$ cat config.mk
export PLATFORM = sky130hd
export DESIGN_NAME = ref_signal_gen
export DESIGN_NICKNAME = d
export VERILOG_FILES = /design/src/rtl/adpll_pkg.sv /design/src/rtl/ref_cfg_shadow.sv /design/src/rtl/ref_signal_gen.sv
export SDC_FILE = /design/constraint.sdc
export NUM_CORES = 1
export LEC_CHECK = 0
export BUFFER_PORTS_ARGS = -buffer_cell sky130_fd_sc_hd__buf_2
export CORE_ASPECT_RATIO = 1.2
export CORE_MARGIN = 3
export CORE_UTILIZATION = 35
export DETAILED_ROUTE_END_ITERATION = 12
export MAX_ROUTING_LAYER = met4
export PLACE_DENSITY = 0.53
export SLEW_MARGIN = 0
export SYNTH_ARGS = -nofsm -noshare
export SYNTH_HDL_FRONTEND = slang
export SYNTH_HIERARCHICAL = 1
export SYNTH_SLANG_ARGS = --single-unit
$ cat constraint.sdc
create_clock -name clk -period 17.1 [get_ports clk]
set_clock_uncertainty 0.2 [all_clocks]
set_input_delay 1.71 -clock clk [delete_from_list [all_inputs] [get_ports clk]]
set_output_delay 1.71 -clock clk [all_outputs]
set_load 0.1 [all_outputs]
$ cat src/rtl/adpll_pkg.sv
// Shared ADPLL constants and state encoding used by the reference generator,
// phase detector and DCO.
package adpll_pkg;

    localparam int PERIOD_W   = 10;
    localparam int MIN_PERIOD = 2;
    localparam int MIN_HIGH   = 1;

    typedef enum logic [1:0] {
        IDLE = 2'd0,
        HIGH = 2'd1,
        LOW  = 2'd2
    } state_t;

endpackage

$ cat src/rtl/ref_cfg_shadow.sv
// One-deep config shadow for the reference generator plus clamp arithmetic
// that turns the selected config into the effective period/high of the next period.
module ref_cfg_shadow #(
    parameter int PERIOD_W   = adpll_pkg::PERIOD_W,
    parameter int DEF_PERIOD = 100,
    parameter int DEF_HIGH   = 50
) (
    input  logic                clk,
    input  logic                rst_n,
    input  logic                idle,
    input  logic                start,
    input  logic                cfg_valid,
    output logic                cfg_ready,
    input  logic [PERIOD_W-1:0] cfg_period,
    input  logic [PERIOD_W-1:0] cfg_high,
    input  logic [PERIOD_W-1:0] cfg_shift,
    output logic [PERIOD_W-1:0] period_eff,
    output logic [PERIOD_W-1:0] high_eff
);
    import adpll_pkg::*;

    localparam int SW = PERIOD_W + 2;
    localparam logic signed [SW-1:0] P_MIN = SW'(MIN_PERIOD);
    localparam logic signed [SW-1:0] P_MAX = SW'((1 << PERIOD_W) - 1);
    localparam logic [PERIOD_W-1:0]  H_MIN = PERIOD_W'(MIN_HIGH);
    localparam logic [PERIOD_W-1:0]  ONE   = PERIOD_W'(1);

    logic                sh_valid;
    logic [PERIOD_W-1:0] sh_period, sh_high, sh_shift;
    logic [PERIOD_W-1:0] act_period, act_high, act_shift;
    logic                armed;

    logic                accept, bypass, load_sh, use_shift;
    logic [PERIOD_W-1:0] sel_period, sel_high, sel_shift;
    logic signed [SW-1:0] shift_ext, sum;

    assign cfg_ready = !sh_valid;
    assign accept    = cfg_valid && cfg_ready;
    assign bypass    = idle && accept;
    assign load_sh   = sh_valid && (start || idle);

    // Select what the period starting at this edge will use: a cfg arriving
    // straight into an idle block, a pending shadow, or the active set.
    always_comb begin
        sel_period = act_period;
        sel_high   = act_high;
        sel_shift  = act_shift;
        use_shift  = armed;
        if (bypass) begin
            sel_period = cfg_period;
            sel_high   = cfg_high;
            sel_shift  = cfg_shift;
            use_shift  = 1'b1;
        end else if (load_sh) begin
            sel_period = sh_period;
            sel_high   = sh_high;
            sel_shift  = sh_shift;
            use_shift  = 1'b1;
        end
    end

    // Two guard bits keep period+shift exact before clamping.
    always_comb begin
        shift_ext = '0;
        if (use_shift)
            shift_ext = $signed({{2{sel_shift[PERIOD_W-1]}}, sel_shift});
        sum = $signed({2'b00, sel_period}) + shift_ext;
        if (sum < P_MIN)
            period_eff = P_MIN[PERIOD_W-1:0];
        else if (sum > P_MAX)
            period_eff = P_MAX[PERIOD_W-1:0];
        else
            period_eff = sum[PERIOD_W-1:0];

        if (sel_high < H_MIN)
            high_eff = H_MIN;
        else if (sel_high > period_eff - ONE)
            high_eff = period_eff - ONE;
        else
            high_eff = sel_high;
    end

    always_ff @(posedge clk) begin
        if (!rst_n) begin
            sh_valid   <= 1'b0;
            sh_period  <= '0;
            sh_high    <= '0;
            sh_shift   <= '0;
            act_period <= PERIOD_W'(DEF_PERIOD);
            act_high   <= PERIOD_W'(DEF_HIGH);
            act_shift  <= '0;
            armed      <= 1'b0;
        end else begin
            if (bypass) begin
                act_period <= cfg_period;
                act_high   <= cfg_high;
                act_shift  <= cfg_shift;
                armed      <= !start;
            end else if (load_sh) begin
                act_period <= sh_period;
                act_high   <= sh_high;
                act_shift  <= sh_shift;
                armed      <= !start;
                sh_valid   <= 1'b0;
            end else if (start) begin
                armed      <= 1'b0;
            end

            if (accept && !idle) begin
                sh_period <= cfg_period;
                sh_high   <= cfg_high;
                sh_shift  <= cfg_shift;
                sh_valid  <= 1'b1;
            end
        end
    end

endmodule

$ cat src/rtl/ref_signal_gen.sv
// Programmable square-wave reference for the ADPLL phase detector: period/high
// set through a valid/ready port, with a one-shot signed shift for phase steps.
module ref_signal_gen #(
    parameter int PERIOD_W   = adpll_pkg::PERIOD_W,
    parameter int DEF_PERIOD = 100,
    parameter int DEF_HIGH   = 50
) (
    input  logic                clk,
    input  logic                rst_n,
    input  logic                en,
    input  logic                cfg_valid,
    output logic                cfg_ready,
    input  logic [PERIOD_W-1:0] cfg_period,
    input  logic [PERIOD_W-1:0] cfg_high,
    input  logic [PERIOD_W-1:0] cfg_shift,
    output logic                ref_signal,
    output logic                ref_rise,
    output logic [PERIOD_W-1:0] cur_period,
    output logic                busy
);
    import adpll_pkg::*;

    localparam logic [PERIOD_W-1:0] ONE = PERIOD_W'(1);

    state_t              state, next_state;
    logic                start;
    logic [PERIOD_W-1:0] cnt, cur_high;
    logic [PERIOD_W-1:0] period_eff, high_eff;

    ref_cfg_shadow #(
        .PERIOD_W   (PERIOD_W),
        .DEF_PERIOD (DEF_PERIOD),
        .DEF_HIGH   (DEF_HIGH)
    ) u_shadow (
        .clk        (clk),
        .rst_n      (rst_n),
        .idle       (state == IDLE),
        .start      (start),
        .cfg_valid  (cfg_valid),
        .cfg_ready  (cfg_ready),
        .cfg_period (cfg_period),
        .cfg_high   (cfg_high),
        .cfg_shift  (cfg_shift),
        .period_eff (period_eff),
        .high_eff   (high_eff)
    );

    assign busy = (state != IDLE);

    always_ff @(posedge clk) begin
        if (!rst_n) state <= IDLE;
        else        state <= next_state;
    end

    // start marks every entry to HIGH, i.e. a period boundary.
    always_comb begin
        next_state = state;
        start      = 1'b0;
        case (state)
            IDLE: if (en) begin
                next_state = HIGH;
                start      = 1'b1;
            end
            HIGH: if (cnt == cur_high - ONE) next_state = LOW;
            LOW: if (cnt == cur_period - ONE) begin
                if (en) begin
                    next_state = HIGH;
                    start      = 1'b1;
                end else begin
                    next_state = IDLE;
                end
            end
            default: next_state = IDLE;
        endcase
    end

    always_ff @(posedge clk) begin
        if (!rst_n) begin
            cnt        <= '0;
            cur_period <= PERIOD_W'(DEF_PERIOD);
            cur_high   <= PERIOD_W'(DEF_HIGH);
            ref_signal <= 1'b0;
            ref_rise   <= 1'b0;
        end else begin
            ref_rise   <= start;
            ref_signal <= (next_state == HIGH);
            if (start) begin
                cnt        <= '0;
                cur_period <= period_eff;
                cur_high   <= high_eff;
            end else if (state != IDLE) begin
                cnt <= cnt + ONE;
            end
        end
    end

endmodule

==> results.cfg <==
[status]
run_status = completed

[synthesis]
yosys.cell_count.top_type = nand2_1
ys_async_sr_fraction_pct = 0
synth_nets = 864
synth.cells.most_frequent = nand2_1, dfxtp_1, a21oi_1
post_syn_area_um2 = 6110
netlist_instances = 804
area_fraction_of_the_dominant_cell_type_after_synthesis_pct = 31.4
synth_top_flop_cell = dfxtp_1
synth.yosys.warnings = 6
number_of_synthesized_flops_with_an_enable_pin = 0
post_synthesis_register_bit_count = 96
sequential_area_share_after_synthesis_pct = 31.4
postSynthAreaPerCell_um2 = 7.60
synth_area_leaders = dfxtp_1, nand2_1, ha_1
post_synth_num_cell_types = 76
netlist.top_cell.by_area = dfxtp_1

[layout]
area_growth_syn_to_layout_pct = 10.9
finalNonFillerCells = 1045
diodes = 0
drive_above_1_share_pct = 12.8
layout.nets = 884
layout.filler_cells = 1826

[sta]
timing_worst_slew_pin_value_ps = 1080
worst_slew_margin_relative_to_its_limit_pct = 27.8
grt_setup_unrepaired = false
fmaxAchievable_mhz = 106
slew_violations = 0
hold_viol = 0
finalCritPeriodShare_pct = 54.9
final_period_minus_worst_setup_slack_ps = 9390
timing.setup.tns_ps = 0
finalHoldWorstSlack_ps = 257
setup_violations = 0

[setup_path]
crit_path_top_delay_cell = a32oi_1
reg2reg_setup_slack_ps = 7710
cpPeakStageDelay_ps = 820
worst_setup_path_end_kind = flop
worst_r2r_path_depth = 35
critical_path_peak_fanout = 34
worst_r2r_endpoint = cur_high[5]
critical_path.most_common_cell = ha_1
critical_path_class = flop to flop
critPathLaunchType = flop
reg2reg_from = cur_period[0]
arrival_worst_endpoint_ps = 9460
critPathRequiredTime_ps = 17170

[clock_network]
clock_tree.htree_level_count = 3
number_of_buffers_added_to_fix_hold_violations_after_cts = 0
clock_latency_on_the_worst_skew_pair_ps = 350
cts.reportedPaths.clkPinSlew_ps = 80
clkSinkCount = 96
cts_root_buf = clkbuf_16
postCtsSetupBuffers = 0
numCtsBuffers = 9
postCtsResizedCells = 0
number_of_buffers_on_the_longest_clock_path = 2
cts_tree = built

[placement]
dp_hpwl_um = 11800
buffer_ports.inserted = 47
gpl.final_weighted_congestion = 0.888
dpl.cell_count = 1029

[detailed_routing]
totalWireLength_um = 16400
detailroute.via_count = 5409
detail_route.drc_violations = 0
drt_pre_antenna_iters = 4
via_per_inst = 5.18
postRouteAntennaNets = 0
wl_per_cell_um = 15.7
drt_first_iter_violations = 273

[worst_hold_path]
holdPathEnd = u_shadow/act_shift[0]
timing.hold.worst_path_depth = 2
hold_class = flop to flop
timing.hold.worst.start = u_shadow/act_shift[0]

[global_routing]
grt_antenna_before_repair = 0
grt_start_max_net_pins = 70
grt_first_pass_wirelength_um = 26800
globalRoute.totalOverflow = 0
first_global_vias = 5227
groute.usage.overall_pct = 18.0

[floorplanning]
floorplan.initialDensity_pct = 36.0
core_outline_area_um2 = 17000
chipWidth_um = 127
ioPinCount = 48
floorplan_row_count = 52
dieArea_um2 = 19100
floorplan.die.height_um = 151

[power_and_ir_drop]
worst_ir_drop_on_vdd_mv = 0.0609
power.leakage_uw = 0.00267
power_per_cell_area_nw_per_um2 = 142

[run]
maxCapViolations = 0
-- per-stage QoR --
step / cell area, um2 / total power (uW) / worst slack [ps] / utilization (%)
2_1_floorplan: 6110 / 653 / 8380 / -
4_1_cts: 6780 / 974 / 7740 / 39.9
3_5_place_dp: 6470 / 757 / 7600 / 38.1
3_3_place_gp: 6470 / 758 / 7690 / 38.1
5_1_grt: 6780 / 1040 / 7030 / 39.9
6_report: 6780 / 966 / 7710 / 39.9
-- cell families (layout without fill, tap and decap cells) --
kind of cell             Yosys count  count (layout)  share of synthesized area (%)
multiplexers                      21              21                           3.54
AND/OR/NAND/NOR                  325             325                           24.4
AO/OA/AOI/OAI                    203             203                           23.0
adder cells (fa/ha/maj)           26              26                           5.44
XOR/XNOR                          39              39                           5.89
buffers and inverters             94             119                           6.34
flip-flops                        96              96                           31.4
-- power by group --
part,internal (uW),switching [uW],leakage (uW)
logic,172,300,0.00172
clock network,120,93.9,0.000156
registers,251,28.6,0.000787
-- critical path: cells and delay by family (launching register included) --
kind / cells / cell delay (ps)
AOI/OAI and AO/OA: 15 / 4240
buffers and inverters: 4 / 990
muxes: 1 / 260
and+or+nand+nor: 11 / 1750
adders and majority gates: 4 / 1290
DFF: 1 / 540
-- cell type report --
| type | instances | area, um2 | area share [%] |
|---|---|---|---|
| inverter | 49 | 184 | 2.71 |
| sequential | 96 | 1920 | 28.3 |
| clock inverter | 6 | 72.6 | 1.07 |
| clock buffer | 10 | 239 | 3.52 |
| tap | 216 | 270 | 3.98 |
| timing repair buffer | 54 | 288 | 4.24 |
| multi-input combinational | 614 | 3810 | 56.1 |
-- worst max path at each step --
| stage | from | end | slack [ps] | depth (start not counted) |
|---|---|---|---|---|
| floorplan | cur_period[0] | cur_high[5] | 8380 | 37 |
| global placement | en | cur_high[5] | 7690 | 33 |
| detailed placement | en | cur_high[5] | 7600 | 33 |
| CTS | cur_period[0] | cur_high[5] | 7740 | 35 |
| global route | cur_period[0] | cur_high[5] | 7030 | 37 |
| finish | cur_period[0] | cur_high[5] | 7710 | 35 |
-- layer usage --
metal,share of wire [%],track usage (%),routed length (um)
met4,2.0,5.74,335
met2,49,30.3,8000
met1,46,21.8,7520
met5,0,-,0
met3,3.1,3.39,512
-- registers in the layout (all words and copies together), names as in the netlist, 2 cells and up --
name,flops
u_shadow/sh_high,10
u_shadow/act_period,10
state,2
cnt,10
u_shadow/act_shift,10
cur_high,10
u_shadow/act_high,10
cur_period,10
u_shadow/sh_shift,10
u_shadow/sh_period,10
-- cell usage in the layout (no fill, tap or decap), types with 4 or more instances in the layout --
master / instances
nor2_1: 48
a21boi_0: 30
dfxtp_1: 96
and2_1: 16
xnor2_1: 22
nand2_1: 180
o22ai_1: 11
mux2i_1: 19
o211ai_1: 14
ha_1: 25
buf_2: 47
nor2b_1: 4
o21a_1: 5
clkbuf_16: 9
buf_4: 7
a31oi_1: 11
a21oi_2: 5
inv_1: 47
nor3_1: 25
o21ai_0: 21
nand4_1: 11
xor2_1: 16
a21oi_1: 62
nand3_1: 10
a31o_2: 5
No activity file was read; power rests on OpenSTA's default activity.
